$ cat src/rtl/sp_mem_arbiter.sv
// Two-port arbiter in front of one single-port SRAM.
// One grant per cycle; the registered response is steered back to the port that won.
module sp_mem_arbiter #(
   parameter int ADDR_WIDTH   = 10,
   parameter int DATA_WIDTH   = 64,
   parameter int FIX_PRIO     = 0,
   parameter int STARVE_LIMIT = 4
) (
   input  logic                    clk,
   input  logic                    rst,

   input  logic                    p0_req_i,
   output logic                    p0_gnt_o,
   input  logic [ADDR_WIDTH-1:0]   p0_addr_i,
   input  logic                    p0_we_i,
   input  logic [DATA_WIDTH/8-1:0] p0_be_i,
   input  logic [DATA_WIDTH-1:0]   p0_wdata_i,
   output logic                    p0_rvalid_o,
   output logic [DATA_WIDTH-1:0]   p0_rdata_o,

   input  logic                    p1_req_i,
   output logic                    p1_gnt_o,
   input  logic [ADDR_WIDTH-1:0]   p1_addr_i,
   input  logic                    p1_we_i,
   input  logic [DATA_WIDTH/8-1:0] p1_be_i,
   input  logic [DATA_WIDTH-1:0]   p1_wdata_i,
   output logic                    p1_rvalid_o,
   output logic [DATA_WIDTH-1:0]   p1_rdata_o,

   output logic                    mem_req_o,
   output logic [ADDR_WIDTH-1:0]   mem_addr_o,
   output logic                    mem_we_o,
   output logic [DATA_WIDTH/8-1:0] mem_be_o,
   output logic [DATA_WIDTH-1:0]   mem_wdata_o,
   input  logic [DATA_WIDTH-1:0]   mem_rdata_i
);

   localparam logic [7:0] LIMIT = 8'(STARVE_LIMIT);

   logic [1:0]            req;
   logic [1:0]            gnt;
   logic                  force_p1;
   logic                  last_gnt_reg;
   logic [7:0]            starve_cnt_reg;
   logic [7:0]            starve_cnt_next;
   logic                  resp_valid_reg;
   logic                  resp_sel_reg;
   logic                  resp_we_reg;
   logic [1:0]            rvalid;
   logic [DATA_WIDTH-1:0] rdata [2];

   assign req = {p1_req_i, p0_req_i};

   // Tie-break: round-robin favours the port that did not win last; fixed
   // priority favours port 0 until port 1 has been denied STARVE_LIMIT times.
   always_comb begin
      gnt      = 2'b00;
      force_p1 = 1'b0;
      if (FIX_PRIO != 0) begin
         force_p1 = (starve_cnt_reg == LIMIT);
      end
      case (req)
         2'b01:   gnt = 2'b01;
         2'b10:   gnt = 2'b10;
         2'b11: begin
            if (FIX_PRIO != 0) gnt = force_p1 ? 2'b10 : 2'b01;
            else               gnt = last_gnt_reg ? 2'b01 : 2'b10;
         end
         default: gnt = 2'b00;
      endcase
   end

   assign p0_gnt_o = gnt[0];
   assign p1_gnt_o = gnt[1];

   always_comb begin
      starve_cnt_next = 8'd0;
      if ((FIX_PRIO != 0) && req[1] && !gnt[1]) begin
         starve_cnt_next = (starve_cnt_reg >= LIMIT) ? LIMIT : starve_cnt_reg + 8'd1;
      end
   end

   always_comb begin
      mem_req_o   = 1'b0;
      mem_addr_o  = '0;
      mem_we_o    = 1'b0;
      mem_be_o    = '0;
      mem_wdata_o = '0;
      if (gnt[0]) begin
         mem_req_o   = 1'b1;
         mem_addr_o  = p0_addr_i;
         mem_we_o    = p0_we_i;
         mem_be_o    = p0_be_i;
         mem_wdata_o = p0_wdata_i;
      end else if (gnt[1]) begin
         mem_req_o   = 1'b1;
         mem_addr_o  = p1_addr_i;
         mem_we_o    = p1_we_i;
         mem_be_o    = p1_be_i;
         mem_wdata_o = p1_wdata_i;
      end
   end

   always_ff @(posedge clk or posedge rst) begin
      if (rst) begin
         last_gnt_reg   <= 1'b1;
         starve_cnt_reg <= 8'd0;
         resp_valid_reg <= 1'b0;
         resp_sel_reg   <= 1'b0;
         resp_we_reg    <= 1'b0;
      end else begin
         if (|gnt) last_gnt_reg <= gnt[1];
         starve_cnt_reg <= starve_cnt_next;
         resp_valid_reg <= |gnt;
         resp_sel_reg   <= gnt[1];
         resp_we_reg    <= mem_we_o;
      end
   end

   // Write acknowledgements pulse rvalid but carry zero data.
   for (genvar gi = 0; gi < 2; gi++) begin : g_resp
      assign rvalid[gi] = resp_valid_reg & (resp_sel_reg == 1'(gi));
      assign rdata[gi]  = (rvalid[gi] && !resp_we_reg) ? mem_rdata_i : '0;
   end

   assign p0_rvalid_o = rvalid[0];
   assign p1_rvalid_o = rvalid[1];
   assign p0_rdata_o  = rdata[0];
   assign p1_rdata_o  = rdata[1];

endmodule

$ cat config.mk
export PLATFORM = sky130hd
export DESIGN_NAME = sp_mem_arbiter
export DESIGN_NICKNAME = d
export VERILOG_FILES = /design/src/rtl/sp_mem_arbiter.sv
export SDC_FILE = /design/constraint.sdc
export NUM_CORES = 1
export LEC_CHECK = 0
export ABC_AREA = 1
export BUFFER_PORTS_ARGS = -buffer_cell sky130_fd_sc_hd__clkbuf_2
export CAP_MARGIN = 40
export CORE_AREA = 5 5 173 175
export CTS_CLUSTER_DIAMETER = 80
export DETAILED_ROUTE_END_ITERATION = 16
export DIE_AREA = 0 0 178 180
export PLACE_DENSITY = 0.36
export SETUP_SLACK_MARGIN = 0.1
export SYNTH_ARGS = -nofsm -noshare
export SYNTH_HDL_FRONTEND = slang
export SYNTH_SLANG_ARGS = --single-unit
$ cat constraint.sdc
create_clock -name clk -period 1.1 [get_ports clk]
set_input_delay 0.165 -clock clk [delete_from_list [all_inputs] [get_ports clk]]
set_output_delay 0.165 -clock clk [all_outputs]
set_load 0.02 [all_outputs]
==> flow_results.xml, run 1 <==
<?xml version="1.0" encoding="UTF-8"?>
<metrics>
  <group name="run_status">
    <metric name="run_status" unit="">complete, but fails checks</metric>
    <metric name="violations" unit="">setup timing</metric>
  </group>
  <group name="logic_synthesis">
    <metric name="synthXorXnorAreaFrac" unit="%">0</metric>
    <metric name="synth.yosys.seq_area_share" unit="%">4.62</metric>
    <metric name="synth.lib_cells_used.distinct" unit="">16</metric>
    <metric name="synth-adder-area-share" unit="%">0</metric>
    <metric name="synth.area.mux_share" unit="%">0</metric>
    <metric name="synth_nets" unit="">735</metric>
    <metric name="syn-instance-count" unit="">501</metric>
    <metric name="synth_simple_gate_area_share" unit="%">70.5</metric>
    <metric name="synth_top_family_by_area" unit="">simple AND/OR/NAND/NOR gates</metric>
    <metric name="compound_cell_area_share_of_the_yosys_netlist" unit="%">0.856</metric>
    <metric name="synthesis.yosys.warnings" unit="">0</metric>
    <metric name="syn-mean-instance-area" unit="um^2">4.38</metric>
    <metric name="netlist_area" unit="um^2">2190</metric>
    <metric name="ys_seq_elements" unit="">4</metric>
  </group>
  <group name="clock_tree">
    <metric name="clockBufferDepth" unit="">2</metric>
    <metric name="cts_buffers" unit="">3</metric>
    <metric name="numClockSinks" unit="">4</metric>
    <metric name="ctsHtreeMaxLevel" unit="">1</metric>
    <metric name="tritoncts" unit="">done</metric>
    <metric name="clock_network_latency_to_the_later_pin_of_the_worst_skew_pair" unit="ns">0.22</metric>
    <metric name="clk_pin_slew" unit="ns">0.03</metric>
    <metric name="cts_root_buf" unit="">clkbuf_16</metric>
  </group>
  <group name="floorplanning">
    <metric name="fp.coreArea" unit="um^2">28300</metric>
    <metric name="die_w" unit="um">178</metric>
    <metric name="floorplan.io_pins" unit="">450</metric>
    <metric name="design.die.area" unit="um^2">32000</metric>
    <metric name="die-height" unit="um">180</metric>
    <metric name="placementRows" unit="">62</metric>
    <metric name="initial_utilization" unit="%">7.75</metric>
  </group>
  <group name="cells_and_area">
    <metric name="finish.net_count" unit="">1229</metric>
    <metric name="drive_gt1_share" unit="%">87.0</metric>
    <metric name="area_delta_synth_final" unit="%">380</metric>
    <metric name="final-instance-count-excl-fill" unit="">1378</metric>
    <metric name="antennaDiodeCount" unit="">0</metric>
  </group>
  <group name="pwr">
    <metric name="vdd_ir_drop_max" unit="uV">449</metric>
    <metric name="total_leakage_power" unit="nW">4.95</metric>
    <metric name="post_layout_power" unit="W">0.00731</metric>
    <metric name="powerDensity" unit="nW/um^2">695</metric>
  </group>
  <group name="setup_path">
    <metric name="critPathMaxFanout" unit="">9</metric>
    <metric name="end_of_the_worst_register_to_register_path" unit="">resp_we_reg$_DFF_PP0_</metric>
    <metric name="r2r.worst_path.cells" unit="">7</metric>
    <metric name="cp.required" unit="ns">0.94</metric>
    <metric name="critical_path.endpoint" unit="">mem_wdata_o[20]</metric>
    <metric name="critPathLaunch" unit="">last_gnt_reg$_DFFE_PP1P_</metric>
    <metric name="worstSetupPathType" unit="">reg2out</metric>
    <metric name="start_kind" unit="">flip-flop</metric>
    <metric name="critPathCaptureType" unit="">output port</metric>
    <metric name="reg2reg_from" unit="">last_gnt_reg$_DFFE_PP1P_</metric>
    <metric name="critical_path_data_arrival_time" unit="ns">1.57</metric>
    <metric name="r2r_slack" unit="ns">-0.18</metric>
  </group>
  <group name="grt">
    <metric name="grt.total_usage" unit="%">12.1</metric>
    <metric name="first_global_vias" unit="">5171</metric>
    <metric name="global_route.overflow_total" unit="">0</metric>
    <metric name="largest_net_degree_at_the_start_of_global_routing" unit="">27</metric>
    <metric name="number_of_antenna_violations_at_the_first_check_in_global_routing" unit="">0</metric>
    <metric name="grt_pass1_wl" unit="um">30500</metric>
  </group>
  <group name="sta">
    <metric name="totalNegativeSetupSlack" unit="ns">-113.77</metric>
    <metric name="setup_viol" unit="">217</metric>
    <metric name="fmax" unit="MHz">577</metric>
    <metric name="unrepaired_setup_endpoints_after_global_routing" unit="">yes</metric>
    <metric name="timing.final.ws_setup" unit="ns">-0.632</metric>
    <metric name="min_period_over_period" unit="%">157</metric>
    <metric name="fin_skew" unit="ns">0.00517</metric>
    <metric name="relSlewSlack" unit="%">79.7</metric>
    <metric name="worst_pin_slew" unit="ns">0.305</metric>
    <metric name="finalHoldViolations" unit="">0</metric>
    <metric name="layout_min_cycle_time" unit="ns">1.73</metric>
    <metric name="report.final.slew_viol_count" unit="">0</metric>
  </group>
  <group name="placed_design">
    <metric name="portBuffers" unit="">449</metric>
    <metric name="placed_cells_incl_taps" unit="">1331</metric>
    <metric name="globalplace.congestion" unit="">0.803</metric>
    <metric name="place.detailed.hpwl" unit="um">16700</metric>
  </group>
  <group name="drt">
    <metric name="drc" unit="">0</metric>
    <metric name="ant_nets" unit="">0</metric>
    <metric name="route.vias.total" unit="">5093</metric>
    <metric name="vias_per_cell" unit="">3.70</metric>
    <metric name="drtIter0Drc" unit="">62</metric>
    <metric name="detail_route.first_pass.iterations" unit="">4</metric>
    <metric name="wl_per_cell" unit="um">16.5</metric>
    <metric name="total_routed_length" unit="um">22700</metric>
  </group>
  <group name="flow_run">
    <metric name="timing.max_cap.violations" unit="">0</metric>
  </group>
  <group name="min_path">
    <metric name="min_path_type" unit="">in2reg</metric>
  </group>
</metrics>
[layout by cell type, fill, tap and decap left out, types with 3 or more instances in the layout]
master	n
buf_8	85
buf_12	34
nor2_4	129
clkbuf_8	13
clkbuf_4	7
buf_6	101
inv_1	65
nand3_4	73
nand3_2	6
nand2_8	5
clkbuf_16	9
buf_2	5
inv_2	3
buf_4	14
nand2_4	83
nand2_1	54
nand2_2	31
clkbuf_2	244
buf_16	16
nand3_1	4
dfrtp_1	3
[synthesized netlist by cell type, drive strengths merged]
library cell	count	area share (%)
dfrtp	3	3.4
nor2	129	22
nand3	83	19
a21oi	2	0.63
buf	38	12
inv	71	12
clkbuf	2	0.34
dfstp	1	1.2
nand2	171	29
o21ai	1	0.23
[cells by family after synthesis]
family                 Yosys count
DFF                              4
and+or+nand+nor                383
buffers and inverters          111
AOI/OAI and AO/OA                3
[worst min path at each step]
stage                                    end      from  cells after the start
global placement       resp_we_reg$_DFF_PP0_       rst                      2
floorplan             resp_sel_reg$_DFF_PP0_       rst                      1
detailed placement  resp_valid_reg$_DFF_PP0_       rst                      2
CTS                   resp_sel_reg$_DFF_PP0_  p0_req_i                      3
global route        resp_valid_reg$_DFF_PP0_  p1_req_i                      3
finish              resp_valid_reg$_DFF_PP0_  p1_req_i                      3
[stage by stage]
stage / instance area (um^2) / utilization [%] / hold slack, ns / worst slack [ns]
5_1_grt: 10500 / 37.2 / 0.276 / -0.696
3_3_place_gp: 7420 / 26.2 / 0.0383 / -0.427
2_1_floorplan: 4530 / - / -0.0696 / -0.277
4_1_cts: 9240 / 32.6 / 0.270 / -0.655
6_report: 10500 / 37.2 / 0.249 / -0.632
3_5_place_dp: 7420 / 26.2 / 0.0440 / -0.437
[report_power, final]
part           leakage (nW)  switching [W]  internal, W
Clock                0.0382       0.000103     0.000479
Sequential           0.0454      0.0000198     0.000167
Combinational          4.86        0.00333      0.00321
Total                  4.95        0.00346      0.00385
[metal layers]
metal	wire length, um	global-route usage, %
met2	12400	23.3
met3	1840	3.09
met4	634	2.32
met5	0	0
met1	7860	13.1
[area by class of cell]
cell class / instances / area (um^2)
Fill cell: 2793 / 17800
Timing Repair Buffer: 527 / 5310
Multi-Input combinational cell: 388 / 4270
Tap cell: 384 / 480
Inverter: 71 / 279
Sequential cell: 4 / 101
Clock buffer: 4 / 78.8
[critical path, stage by stage, from the launching register on]
cell	delay, ns
dfstp_2	0.57
a21oi_4	0.08
buf_12	0.15
buf_12	0.13
buf_12	0.14
nand2_1	0.10
nand2_4	0.06
buf_8	0.12
[what timing repair did]
| item | 4_1_cts | 5_1_grt |
|---|---|---|
| hold endpoints to repair | 3 | 0 |
| endpoints found under the setup margin | 218 | 218 |
| pin swaps | 5 | 30 |
| buffers inserted | 12 | 12 |
| cloned | 14 | 8 |
| hold buffers | 1 | 0 |
| resized for setup | 287 | 447 |
Note: power is estimated with default switching activity, not from simulation.
==> run 2, diff against run 1 <==
- REMOVE_ABC_BUFFERS: default -> 1
==> run 2 against run 1 <==
The flow still finishes with violations (setup timing). Cell area shrank 28%. Combinational power is 26% lower. Largest cell class unchanged. Flip-flop and latch count stayed put. Register-to-register slack got worse by 0.25 ns. Clock skew shrank 0.0027 ns.
==> flow_results.xml, run 2 (same netlist as run 1, synthesis figures left out) <==
<?xml version="1.0" encoding="UTF-8"?>
<metrics>
  <group name="run_status">
    <metric name="run_status" unit="">complete, but fails checks</metric>
    <metric name="violations" unit="">setup timing</metric>
  </group>
  <group name="sta">
    <metric name="fin_skew" unit="ns">0.00242</metric>
    <metric name="min_period_over_period" unit="%">156</metric>
    <metric name="finalHoldViolations" unit="">0</metric>
    <metric name="report.final.slew_viol_count" unit="">0</metric>
    <metric name="timing.final.ws_setup" unit="ns">-0.618</metric>
    <metric name="relSlewSlack" unit="%">73.9</metric>
    <metric name="layout_min_cycle_time" unit="ns">1.72</metric>
    <metric name="worst_pin_slew" unit="ns">0.392</metric>
    <metric name="totalNegativeSetupSlack" unit="ns">-111.95</metric>
    <metric name="unrepaired_setup_endpoints_after_global_routing" unit="">yes</metric>
    <metric name="holdWs" unit="ns">0.366</metric>
    <metric name="setup_viol" unit="">218</metric>
    <metric name="fmax" unit="MHz">582</metric>
  </group>
  <group name="cells_and_area">
    <metric name="most_frequent_standard_cell_in_the_layout_excluding_fill_and_tap_cells" unit="">clkbuf_2</metric>
    <metric name="area_delta_synth_final" unit="%">246</metric>
    <metric name="antennaDiodeCount" unit="">0</metric>
    <metric name="final-instance-count-excl-fill" unit="">1370</metric>
    <metric name="finish.utilization" unit="%">26.8</metric>
    <metric name="most-common-layout-cells" unit="">279 x clkbuf_2, 129 x nand2_1, 68 x nand3_1, 67 x nor2_1, 66 x inv_1</metric>
    <metric name="finish.net_count" unit="">1221</metric>
    <metric name="stdcell_area" unit="um^2">7590</metric>
    <metric name="drive_gt1_share" unit="%">65.8</metric>
  </group>
  <group name="floorplanning">
    <metric name="fp.coreArea" unit="um^2">28300</metric>
    <metric name="placementRows" unit="">62</metric>
    <metric name="floorplan.io_pins" unit="">450</metric>
    <metric name="die_w" unit="um">178</metric>
    <metric name="die-height" unit="um">180</metric>
    <metric name="initial_utilization" unit="%">7.75</metric>
    <metric name="design.die.area" unit="um^2">32000</metric>
  </group>
  <group name="pwr">
    <metric name="vdd_ir_drop_max" unit="uV">320</metric>
    <metric name="powerDensity" unit="nW/um^2">741</metric>
    <metric name="total_leakage_power" unit="nW">4.34</metric>
  </group>
  <group name="setup_path">
    <metric name="critPathMaxFanout" unit="">9</metric>
    <metric name="critical_path_data_arrival_time" unit="ns">1.55</metric>
    <metric name="critPathSlowestCell" unit="">dfstp_2</metric>
    <metric name="slowest_delay" unit="ns">0.54</metric>
    <metric name="critPathCaptureType" unit="">output port</metric>
    <metric name="critical-path-top-delay-family" unit="">buffers and inverters</metric>
    <metric name="start_kind" unit="">flip-flop</metric>
    <metric name="cpMostUsedCell" unit="">nand2_2</metric>
    <metric name="worstPathCellList" unit="">buf_6, a21oi_4, buf_12, clkbuf_16, nand2_2, nand2_2, buf_8</metric>
    <metric name="cp.required" unit="ns">0.94</metric>
    <metric name="worstSetupPathType" unit="">reg2out</metric>
    <metric name="critical_path_buf_inv_count" unit="">4</metric>
  </group>
  <group name="drt">
    <metric name="detailed_route_wirelength_on_metal2" unit="um">13100</metric>
    <metric name="route.met3.wl" unit="um">1940</metric>
    <metric name="route.vias.total" unit="">5129</metric>
    <metric name="drtIter0Drc" unit="">81</metric>
    <metric name="drc" unit="">0</metric>
    <metric name="wl_per_cell" unit="um">17.9</metric>
    <metric name="routedLengthMet1" unit="um">9380</metric>
    <metric name="total_routed_length" unit="um">24500</metric>
    <metric name="top_signal_layer_used" unit="">met4</metric>
    <metric name="vias_per_cell" unit="">3.74</metric>
    <metric name="detail_route.first_pass.iterations" unit="">4</metric>
    <metric name="ant_nets" unit="">0</metric>
  </group>
  <group name="clock_tree">
    <metric name="ctsHtreeMaxLevel" unit="">1</metric>
    <metric name="clock_network_latency_to_the_later_pin_of_the_worst_skew_pair" unit="ns">0.22</metric>
    <metric name="numClockSinks" unit="">4</metric>
    <metric name="cts_root_buf" unit="">clkbuf_16</metric>
    <metric name="tritoncts" unit="">done</metric>
    <metric name="clockBufferDepth" unit="">2</metric>
    <metric name="clk_pin_slew" unit="ns">0.03</metric>
    <metric name="cts_buffers" unit="">3</metric>
  </group>
  <group name="placed_design">
    <metric name="portBuffers" unit="">449</metric>
    <metric name="place.detailed.hpwl" unit="um">17600</metric>
    <metric name="globalplace.congestion" unit="">0.788</metric>
    <metric name="placed_area" unit="um^2">5020</metric>
    <metric name="placed_cells_incl_taps" unit="">1325</metric>
  </group>
  <group name="grt">
    <metric name="number_of_antenna_violations_at_the_first_check_in_global_routing" unit="">0</metric>
    <metric name="global_route.overflow_total" unit="">0</metric>
    <metric name="first_global_vias" unit="">5095</metric>
    <metric name="largest_net_degree_at_the_start_of_global_routing" unit="">31</metric>
    <metric name="grt.total_usage" unit="%">12.7</metric>
    <metric name="grt_pass1_wl" unit="um">31200</metric>
  </group>
  <group name="min_path">
    <metric name="min_path_type" unit="">in2async</metric>
  </group>
  <group name="flow_run">
    <metric name="timing.max_cap.violations" unit="">0</metric>
  </group>
</metrics>
## run 2: path summary, 6_finish.rpt
check / slack (ns) / endpoint / depth (start not counted) / from
max in group asynchronous: 0.50 / last_gnt_reg$_DFFE_PP1P_ / 3 / rst
setup reg to reg: -0.43 / resp_we_reg$_DFF_PP0_ / 8 / last_gnt_reg$_DFFE_PP1P_
setup / recovery: -0.62 / mem_addr_o[1] / 7 / last_gnt_reg$_DFFE_PP1P_
hold reg to reg: 0.63 / last_gnt_reg$_DFFE_PP1P_ / 3 / last_gnt_reg$_DFFE_PP1P_
min in group clk: 0.37 / resp_valid_reg$_DFF_PP0_ / 4 / p1_req_i
hold / removal: 0.37 / resp_sel_reg$_DFF_PP0_ / 3 / rst
## run 2: worst min-delay path, cell delays in order
cell and delay, ns:
dlygate4sd3_1 0.54, clkbuf_2 0.10, inv_1 0.13
## run 2: final cells by class
cell class	instances	area [um^2]
tap	384	480
sequential	4	101
clock buffer	4	78.8
fill	3133	20700
multi-input combinational	386	2260
timing repair buffer	521	4400
inverter	71	267
## run 2: repair_timing
item                       in CTS  in global routing
hold buffers                    1                  0
cloned                         11                 17
setup buffers                   9                  5
gates resized for setup       231                344
hold endpoints to repair        3                  0
setup endpoints to repair     218                219
pin swaps                       8                 27
## run 2: per-stage QoR
step	setup WS (ns)	total power [W]
2_1_floorplan	-1.55	0.00173
3_3_place_gp	-0.496	0.00336
3_5_place_dp	-0.506	0.00335
4_1_cts	-0.638	0.00489
5_1_grt	-0.665	0.00596
6_report	-0.618	0.00562
## run 2: metal layers
metal	up-vias	global-route usage [%]
met5	-	0
met2	289	24.8
li1	2473	-
met3	6	2.25
met4	0	1.21
met1	2361	14.7
## run 2: where the power goes
part	leakage (nW)	total (W)	switching (W)	internal, W
Sequential	0.0454	0.000178	0.0000117	0.000167
Clock	0.0382	0.000579	0.000101	0.000478
Combinational	4.26	0.00487	0.00259	0.00228
==> run 3, diff against run 2 <==
- MAX_ROUTING_LAYER: default -> met4
==> run 3 against run 2 <==
The run still ends with setup timing left. Total power increased by 0.31%. Core utilization increased by 0.093 points. First-iteration DRC count increased by 20%.
==> flow_results.xml, run 3 (same netlist as run 1, synthesis figures left out) <==
<?xml version="1.0" encoding="UTF-8"?>
<metrics>
  <group name="clock_tree">
    <metric name="ctsHtreeMaxLevel" unit="">1</metric>
    <metric name="numClockSinks" unit="">4</metric>
    <metric name="cts_root_buf" unit="">clkbuf_16</metric>
    <metric name="cts_buffers" unit="">3</metric>
    <metric name="tritoncts" unit="">done</metric>
    <metric name="clk_pin_slew" unit="ns">0.03</metric>
    <metric name="clockBufferDepth" unit="">2</metric>
    <metric name="clock_network_latency_to_the_later_pin_of_the_worst_skew_pair" unit="ns">0.22</metric>
  </group>
  <group name="drt">
    <metric name="ant_nets" unit="">0</metric>
    <metric name="total_routed_length" unit="um">24500</metric>
    <metric name="drtIter0Drc" unit="">97</metric>
    <metric name="detail_route.first_pass.iterations" unit="">4</metric>
    <metric name="route.vias.total" unit="">5127</metric>
    <metric name="drc" unit="">0</metric>
    <metric name="wl_per_cell" unit="um">17.9</metric>
    <metric name="vias_per_cell" unit="">3.74</metric>
  </group>
  <group name="setup_path">
    <metric name="reg2reg_from" unit="">last_gnt_reg$_DFFE_PP1P_</metric>
    <metric name="start_kind" unit="">flip-flop</metric>
    <metric name="r2r_slack" unit="ns">-0.43</metric>
    <metric name="critPathCaptureType" unit="">output port</metric>
    <metric name="critical-path-top-delay-family" unit="">buffers and inverters</metric>
    <metric name="critical_path_buf_inv_count" unit="">4</metric>
    <metric name="end_of_the_worst_register_to_register_path" unit="">resp_we_reg$_DFF_PP0_</metric>
    <metric name="slowest_delay" unit="ns">0.54</metric>
    <metric name="critPathSlowestCell" unit="">dfstp_2</metric>
    <metric name="worstPathCellList" unit="">buf_6, a21oi_4, buf_12, clkbuf_16, nand2_1, nand2_1, buf_2</metric>
    <metric name="critical_path_data_arrival_time" unit="ns">1.55</metric>
    <metric name="r2r.worst_path.cells" unit="">8</metric>
    <metric name="critPathMaxFanout" unit="">9</metric>
    <metric name="cp.required" unit="ns">0.94</metric>
    <metric name="worstSetupPathType" unit="">reg2out</metric>
    <metric name="cpMostUsedCell" unit="">nand2_1</metric>
  </group>
  <group name="grt">
    <metric name="grt_pass1_wl" unit="um">31200</metric>
    <metric name="largest_net_degree_at_the_start_of_global_routing" unit="">31</metric>
    <metric name="grt.total_usage" unit="%">13.1</metric>
    <metric name="first_global_vias" unit="">5107</metric>
    <metric name="number_of_antenna_violations_at_the_first_check_in_global_routing" unit="">0</metric>
    <metric name="global_route.overflow_total" unit="">0</metric>
  </group>
  <group name="sta">
    <metric name="report.final.slew_viol_count" unit="">0</metric>
    <metric name="fmax" unit="MHz">583</metric>
    <metric name="totalNegativeSetupSlack" unit="ns">-111.67</metric>
    <metric name="relSlewSlack" unit="%">73.5</metric>
    <metric name="timing.final.ws_setup" unit="ns">-0.614</metric>
    <metric name="fin_skew" unit="ns">0.00248</metric>
    <metric name="min_period_over_period" unit="%">156</metric>
    <metric name="holdWs" unit="ns">0.366</metric>
    <metric name="unrepaired_setup_endpoints_after_global_routing" unit="">yes</metric>
    <metric name="worst_pin_slew" unit="ns">0.398</metric>
    <metric name="finalHoldViolations" unit="">0</metric>
    <metric name="setup_viol" unit="">218</metric>
    <metric name="layout_min_cycle_time" unit="ns">1.71</metric>
  </group>
  <group name="pwr">
    <metric name="combinationalPowerShare" unit="%">86.6</metric>
    <metric name="sequential_power_share" unit="%">3.2</metric>
    <metric name="vdd_ir_drop_max" unit="uV">321</metric>
    <metric name="cell_internal_pwr" unit="W">0.00293</metric>
    <metric name="netSwitchingPower" unit="W">0.00271</metric>
    <metric name="sw_frac_of_total" unit="%">48.1</metric>
    <metric name="total_leakage_power" unit="nW">4.35</metric>
    <metric name="pwr-share-clk" unit="%">10.3</metric>
    <metric name="powerDensity" unit="nW/um^2">741</metric>
  </group>
  <group name="placed_design">
    <metric name="portBuffers" unit="">449</metric>
    <metric name="place.detailed.hpwl" unit="um">17600</metric>
    <metric name="globalplace.congestion" unit="">0.799</metric>
  </group>
  <group name="floorplanning">
    <metric name="die-height" unit="um">180</metric>
    <metric name="die_w" unit="um">178</metric>
    <metric name="placementRows" unit="">62</metric>
    <metric name="initial_utilization" unit="%">7.75</metric>
    <metric name="design.die.area" unit="um^2">32000</metric>
    <metric name="fp.coreArea" unit="um^2">28300</metric>
    <metric name="floorplan.io_pins" unit="">450</metric>
  </group>
  <group name="flow_run">
    <metric name="timing.max_cap.violations" unit="">0</metric>
  </group>
  <group name="cells_and_area">
    <metric name="ff_latch_area" unit="um^2">101</metric>
    <metric name="nFillCells" unit="">3129</metric>
    <metric name="combined_area_of_the_multi_input_logic_cells" unit="um^2">2270</metric>
    <metric name="antennaDiodeCount" unit="">0</metric>
    <metric name="area_delta_synth_final" unit="%">247</metric>
    <metric name="drive_gt1_share" unit="%">65.7</metric>
    <metric name="most_frequent_standard_cell_in_the_layout_excluding_fill_and_tap_cells" unit="">clkbuf_2</metric>
    <metric name="finish.net_count" unit="">1221</metric>
    <metric name="most-common-layout-cells" unit="">278 x clkbuf_2, 130 x nand2_1, 69 x nand3_1, 66 x inv_1, 66 x nor2_1</metric>
  </group>
  <group name="run_status">
    <metric name="run_status" unit="">complete, but fails checks</metric>
    <metric name="violations" unit="">setup timing</metric>
  </group>
  <group name="min_path">
    <metric name="min_path_type" unit="">in2async</metric>
  </group>
</metrics>
==> run 3: cell types whose count changed in the layout (fill, tap and decap cells not counted) <==
cell      previous run  this run
buf_4               29        24
buf_6               61        65
nand2_2             37        34
buf_2               30        32
nand2_4              3         5
nor2_4              61        63
buf_8               19        18
clkbuf_2           279       278
clkbuf_8            36        37
nand2_1            129       130
nand3_1             68        69
nand3_2             14        13
nor2_1              67        66
nor2_2               1         0
==> run 3: layout make-up <==
cell class              instances  share of cell area [%]
flip-flops and latches          4                    1.33
multi-input cells             386                    29.9
clock buffers                   4                    1.04
repair buffers                521                    58.0
well taps                     384                    6.31
inverters                      71                    3.50
==> run 3: what timing repair did <==
| item | 4_1_cts | 5_1_grt |
|---|---|---|
| hold endpoints to repair | 3 | 0 |
| buffers inserted | 9 | 5 |
| pin swaps | 8 | 32 |
| resized for setup | 231 | 350 |
| endpoints found under the setup margin | 218 | 219 |
| hold buffers | 1 | 0 |
| cloned | 11 | 17 |
==> run 3: tightest hold or removal path, delay by kind of cell <==
kind / cells / cell delay (ns)
buf+inv: 3 / 0.77
==> run 3: worst max-delay path by stage <==
stage / start / to / slack [ns] / cells past startpoint
finish: last_gnt_reg$_DFFE_PP1P_ / mem_wdata_o[17] / -0.61 / 7
global placement: last_gnt_reg$_DFFE_PP1P_ / mem_wdata_o[27] / -0.50 / 7
detailed placement: last_gnt_reg$_DFFE_PP1P_ / mem_wdata_o[7] / -0.51 / 7
CTS: last_gnt_reg$_DFFE_PP1P_ / mem_wdata_o[49] / -0.64 / 7
floorplan: last_gnt_reg$_DFFE_PP1P_ / mem_we_o / -1.55 / 3
global route: last_gnt_reg$_DFFE_PP1P_ / mem_wdata_o[2] / -0.67 / 7
==> run 3: per-layer routing <==
layer	vias up	part of all wire [%]	routed length [um]	track usage, %
met5	-	0	0	-
met4	0	0.64	157	1.21
met3	8	6.7	1640	1.34
met2	283	53	12900	24.8
met1	2366	40	9770	15.3
li1	2470	-	-	-
==> run 3: power by group through the flow <==
stage / logic, W / registers (W) / clock network (W)
2_1_floorplan: 0.00156 / 0.000174 / 0
3_3_place_gp: 0.00318 / 0.000177 / 0
3_5_place_dp: 0.00318 / 0.000178 / 0
4_1_cts: 0.00411 / 0.000179 / 0.000593
5_1_grt: 0.00519 / 0.000180 / 0.000609
6_report: 0.00488 / 0.000178 / 0.000579
==> run 3: through the flow <==
step | setup WS (ns) | std cells | utilization [%] | area [um^2] | power [W]
after floorplan | -1.55 | 461 | - | 1930 | 0.00173
after global placement | -0.496 | 1325 | 17.7 | 5020 | 0.00336
after detailed placement | -0.506 | 1325 | 17.7 | 5020 | 0.00335
after CTS | -0.638 | 1350 | 22.4 | 6330 | 0.00489
after global routing | -0.666 | 1370 | 26.9 | 7610 | 0.00598
final | -0.614 | 1370 | 26.9 | 7610 | 0.00564
